<file path="config.mk">
export PLATFORM = sky130hd
export DESIGN_NAME = dl_fifo
export DESIGN_NICKNAME = d
export VERILOG_FILES = /design/src/rtl/dl_fifo_pkg.sv /design/src/rtl/dl_fifo_ptr.sv /design/src/rtl/dl_fifo.sv
export SDC_FILE = /design/constraint.sdc
export NUM_CORES = 1
export LEC_CHECK = 0
export ABC_AREA = 1
export BUFFER_PORTS_ARGS = -buffer_cell sky130_fd_sc_hd__clkbuf_2
export CORE_ASPECT_RATIO = 1.2
export CORE_MARGIN = 8
export CORE_UTILIZATION = 60
export CTS_CLUSTER_SIZE = 20
export DETAILED_ROUTE_END_ITERATION = 10
export PLACE_DENSITY = 0.82
export SYNTH_ARGS = -nofsm -noshare
export SYNTH_HDL_FRONTEND = slang
export SYNTH_SLANG_ARGS = --single-unit
</file>
<file path="constraint.sdc">
create_clock -name clk -period 7.73 [get_ports clk]
set_input_delay 1.546 -clock clk [delete_from_list [all_inputs] [get_ports clk]]
set_output_delay 1.546 -clock clk [all_outputs]
set_load 0.01 [all_outputs]
</file>
<file path="src/rtl/dl_fifo_pkg.sv">
// Shared types for the dl_fifo primitive: the per-cycle transfer operation
// and a helper that classifies the two handshake fires into one.
package dl_fifo_pkg;

    typedef enum logic [1:0] {
        OP_NONE = 2'b00,
        OP_DEQ  = 2'b01,
        OP_ENQ  = 2'b10,
        OP_BOTH = 2'b11
    } fifo_op_e;

    function automatic fifo_op_e fifo_op(input logic enq_fire, input logic deq_fire);
        return fifo_op_e'({enq_fire, deq_fire});
    endfunction

endpackage

</file>
<file path="src/rtl/dl_fifo_ptr.sv">
// Wrap-bit pointer register: the MSB toggles on each lap of the storage so that
// equal low bits can be told apart as empty or full.
module dl_fifo_ptr #(
    parameter int PTR_BITS = 3
) (
    input  logic                clk,
    input  logic                rst,
    input  logic                inc_i,
    output logic [PTR_BITS-1:0] ptr_o
);

    logic [PTR_BITS-1:0] ptr_q;
    logic [PTR_BITS-1:0] ptr_d;

    // Natural overflow gives the modulo 2*DEPTH wrap.
    always_comb ptr_d = inc_i ? ptr_q + PTR_BITS'(1) : ptr_q;

    // NOTE: state registers use non-blocking assignments so every flop samples
    // its pre-edge inputs regardless of process evaluation order.
    always_ff @(posedge clk or posedge rst) begin
        if (rst) begin
            ptr_q <= '0;
        end else begin
            ptr_q <= ptr_d;
        end
    end

    assign ptr_o = ptr_q;

endmodule

</file>
<file path="src/rtl/dl_fifo.sv">
// Synchronous valid/ready FIFO with show-ahead output. Flags come only from
// registered pointers, so neither side sees a combinational path to the other.
module dl_fifo
    import dl_fifo_pkg::*;
#(
    parameter int NUM_BITS = 32,
    parameter int DEPTH    = 4,
    parameter int CNT_BITS = $clog2(DEPTH) + 1
) (
    input  logic                clk,
    input  logic                rst,
    input  logic                enq_val,
    output logic                enq_rdy,
    input  logic [NUM_BITS-1:0] enq_data,
    output logic                deq_val,
    input  logic                deq_rdy,
    output logic [NUM_BITS-1:0] deq_data,
    output logic [CNT_BITS-1:0] count
);

    localparam int ADDR_BITS = $clog2(DEPTH);
    localparam int PTR_BITS  = ADDR_BITS + 1;

    logic [PTR_BITS-1:0] wr_ptr;
    logic [PTR_BITS-1:0] rd_ptr;
    logic [NUM_BITS-1:0] mem_q [DEPTH];
    logic [CNT_BITS-1:0] count_q;
    logic [CNT_BITS-1:0] count_d;
    logic                full;
    logic                empty;
    logic                enq_fire;
    logic                deq_fire;
    fifo_op_e            op;

    assign empty = (wr_ptr == rd_ptr);
    assign full  = (wr_ptr[ADDR_BITS] != rd_ptr[ADDR_BITS]) &&
                   (wr_ptr[ADDR_BITS-1:0] == rd_ptr[ADDR_BITS-1:0]);

    assign enq_rdy  = !full;
    assign deq_val  = !empty;
    assign enq_fire = enq_val && enq_rdy;
    assign deq_fire = deq_val && deq_rdy;
    assign op       = fifo_op(enq_fire, deq_fire);

    dl_fifo_ptr #(.PTR_BITS(PTR_BITS)) u_wr_ptr (
        .clk   (clk),
        .rst   (rst),
        .inc_i (enq_fire),
        .ptr_o (wr_ptr)
    );

    dl_fifo_ptr #(.PTR_BITS(PTR_BITS)) u_rd_ptr (
        .clk   (clk),
        .rst   (rst),
        .inc_i (deq_fire),
        .ptr_o (rd_ptr)
    );

    // NOTE: storage has no reset; the pointers alone decide which entries are
    // live, so clearing the array would only add reset fan-out.
    always_ff @(posedge clk) begin
        if (enq_fire) begin
            mem_q[wr_ptr[ADDR_BITS-1:0]] <= enq_data;
        end
    end

    assign deq_data = mem_q[rd_ptr[ADDR_BITS-1:0]];

    // NOTE: count_d is defaulted before the case so no path leaves it
    // unassigned, which would otherwise infer a latch.
    always_comb begin
        count_d = count_q;
        unique case (op)
            OP_ENQ:  count_d = count_q + CNT_BITS'(1);
            OP_DEQ:  count_d = count_q - CNT_BITS'(1);
            default: count_d = count_q;
        endcase
    end

    always_ff @(posedge clk or posedge rst) begin
        if (rst) begin
            count_q <= '0;
        end else begin
            count_q <= count_d;
        end
    end

    assign count = count_q;

endmodule

</file>
==> reports/summary.txt <==
Commonest cells after routing, fill and taps aside: sky130_fd_sc_hd__edfxtp_1 (128), sky130_fd_sc_hd__clkbuf_2 (72), sky130_fd_sc_hd__nor2_1 (64)
Slowest cell on the critical path: sky130_fd_sc_hd__inv_2
Most used flip-flop cell after synthesis: sky130_fd_sc_hd__edfxtp_1
Antenna violations before repair: 0
Ordered cell list for the critical path: inv_2 > nand2_1 > nand2_4 > nand3_4 > clkbuf_2
Number of buffers on the longest clock path: 2
Synthesis-to-finish area growth: 20.0%
Number of max-slew violations in the final report: 0
Setup TNS: 0 ps
Starting DRC count in detailed routing: 339
Total Power: 2.80 mW
Sort of element at the start of the critical path: flop
Share of the core filled with cells in the final layout: 74.6%
Number of distinct library cell variants in the gate-level netlist after synthesis: 23
Clock share of power: 30.2%
CP endpoint kind: output port
Number of post-CTS setup repair buffers: 0
Congestion Overflow GR: 0
Routed Antenna Nets: 0
Crit Path Category: reg2out
Count of yosys warnings during synthesis: 0
Met2 Track Usage GR: 30.4%
Highest fanout seen on the critical path: 66
Fraction of the cycle the final worst path needs: 50.8%
Vias/cell: 5.62
TritonCTS clock tree: yes
Post-cts gate resize count: 0
Number of detailed-routing iterations run before antenna repair: 7
Synthesized instance count: 385
Sequential group share of total power: 37.5%
GRT Total Usage: 19.1%
Count of fill cells added during filler insertion: 540
CTS hold repair buffers: 0
Cell row count: 37
Met3 Use GR: 5.89%
Final weighted congestion of routability-driven global placement: 0.727
Setup-violating endpoint count in the final report: 0
Flops & latches, synth: 137
Library cell used as clock root buffer: sky130_fd_sc_hd__clkbuf_8
Detailed-route wire length: 11.1 mm
Arrival time reported for the critical path endpoint: 2380 ps
Fraction of registers with async set/reset: 6.57%
Tightest Pin Transition: 1120 ps
Max-capacitance violation count: 0
Global-route wire length before repair: 17.6 mm
Post-Route Skew: 4.64 ps
Number of remaining DRC errors: 0
Final net count: 501
Register area share after synthesis: 76.0%
Worst slew margin: 25.4%
Number of CTS-inserted buffers: 17
Full die area: 0.0122 mm^2
# diodes: 0
Worst slack at placement: 4340 ps
Cell-internal power: 1.84 mW
Detailed placer's ending HPWL: 6.18 mm
Latest clock arrival within the worst-skew pair: 520 ps
Crit path time final: 3930 ps
Switching share of power: 34.4%
Input/output buffers: 72
Die outline height: 119 um
Global routing usage on met1: 23.2%
Largest incremental delay on the critical path: 800 ps
Die Width: 102 um
Fraction of final layout cells with drive strength greater than 1: 25.1%
H-tree depth: 4
Most area-hungry cell type in the Yosys netlist: sky130_fd_sc_hd__edfxtp_1
Largest net degree at the start of global routing: 68
Final routed wire length divided by cell count: 18.9 um
Status: completed
Clock-pin slew on the worst setup and hold paths: 60 ps
Upper clock frequency limit: 255 MHz
Largest cells by area after synthesis: sky130_fd_sc_hd__edfxtp_1 (72%), sky130_fd_sc_hd__nor2_1 (4.7%), sky130_fd_sc_hd__dfrtp_1 (4.2%), sky130_fd_sc_hd__o22ai_1 (3.7%), sky130_fd_sc_hd__o21ai_0 (3.4%)
Gate power share: 32.3%
Number of flops mapped to enable cells by yosys: 128
Least setup slack across all paths after layout: 3800 ps
Standby leakage power: 2.39 nW
Peak supply drop: 0.000242 V
Net count after synthesis: 428
Total count of hold-check failures in the final report: 0
Unrepaired setup endpoints after global routing: no
Avg Synthesized Cell Area: 13.9 um^2
Pwr/cell area: 436 mW/mm^2
Area taken by flip-flops and latches: 0.00407 mm^2
Total net switching power: 0.963 mW
Most utilized layer in the global route result: met2
Effective utilization at floorplan: 62.1%
Commonest non-fill, non-tap cell in the layout: sky130_fd_sc_hd__edfxtp_1
Clock net sink count: 137
Number of I/O pins: 73
Vias in the first global route: 3431
Worst min-delay path class: reg2reg
Combined area of the multi-input logic cells: 0.00114 mm^2
Number of vias in the routed layout: 3303
Cell area after technology mapping: 0.00535 mm^2
Required time reported for the critical path endpoint: 6180 ps
Synth top area share: 71.8%
Core footprint: 0.00861 mm^2
Yosys cell counts (2+ instances only):
library cell               count
sky130_fd_sc_hd__buf_2        11
sky130_fd_sc_hd__clkbuf_1      8
sky130_fd_sc_hd__dfrtp_1       9
sky130_fd_sc_hd__edfxtp_1    128
sky130_fd_sc_hd__ha_1          6
sky130_fd_sc_hd__inv_1        14
sky130_fd_sc_hd__inv_2         2
sky130_fd_sc_hd__nand2_1      22
sky130_fd_sc_hd__nand2_2       2
sky130_fd_sc_hd__nand2_4       2
sky130_fd_sc_hd__nand3_1       6
sky130_fd_sc_hd__nand3_4       2
sky130_fd_sc_hd__nor2_1       67
sky130_fd_sc_hd__o21ai_0      36
sky130_fd_sc_hd__o21ai_1      30
sky130_fd_sc_hd__o22ai_1      32
sky130_fd_sc_hd__xnor2_1       2
layout make-up:
type | instances | share of cell area (%)
sequential | 137 | 63.4
clock buffer | 17 | 6.45
clock inverter | 15 | 3.22
multi-input combinational | 211 | 17.8
inverter | 16 | 0.935
tap | 117 | 2.28
timing repair buffer | 75 | 5.96
critical path: cells and delay by family, from the launching register on:
family,cells,cell delay [ps]
buf+inv,2,960
simple gates,3,500
flops,1,410
stage by stage:
stage / std cells / hold WS, ps / cell area, um^2
6_report: 588 / 499 / 6420
4_1_cts: 588 / 511 / 6420
3_3_place_gp: 556 / 478 / 5800
5_1_grt: 588 / 523 / 6420
3_5_place_dp: 556 / 501 / 5800
2_1_floorplan: 385 / 484 / 5350
power by group through the flow:
stage / Sequential (mW) / Clock (mW) / Combinational [mW]
3_5_place_dp: 1.06 / 0 / 0.911
6_report: 1.05 / 0.845 / 0.904
4_1_cts: 1.05 / 0.852 / 0.919
2_1_floorplan: 1.06 / 0 / 0.596
5_1_grt: 1.06 / 0.881 / 1.01
3_3_place_gp: 1.05 / 0 / 0.884
flip-flops by register name, summed over array words and instances (netlist names):
| signal | flops |
|---|---|
| mem_q | 128 |
| count | 3 |
| u_rd_ptr.ptr_o | 3 |
| u_wr_ptr.ptr_o | 3 |
final timing paths:
check / end / cells after the start / start / slack (ps)
max in group asynchronous: u_rd_ptr.ptr_o[0] / 2 / rst / 6470
min: count[2] / 1 / count[2] / 500
min in group asynchronous: count[1] / 2 / rst / 970
max: enq_rdy / 5 / u_rd_ptr.ptr_o[0] / 3800
min reg2reg: count[2] / 1 / count[2] / 500
max reg2reg: count[2] / 11 / u_rd_ptr.ptr_o[0] / 4740
logic make-up after synthesis:
kind of cell,synth area share [%]
flip-flops,76.0
buffers and inverters,3.06
AO/OA/AOI/OAI,10.0
adder cells (fa/ha/maj),1.78
XOR/XNOR,1.01
AND/OR/NAND/NOR,8.11
routing by layer:
layer  share of wire, %  routed length (um)  vias to the layer above
met5                  0                   0                        -
met4                1.8                 197                        0
met3                7.3                 812                       16
met2                 52                5840                      124
met1                 39                4290                     1604
li1                   -                   -                     1559
No activity file was read; power rests on OpenSTA's default activity.
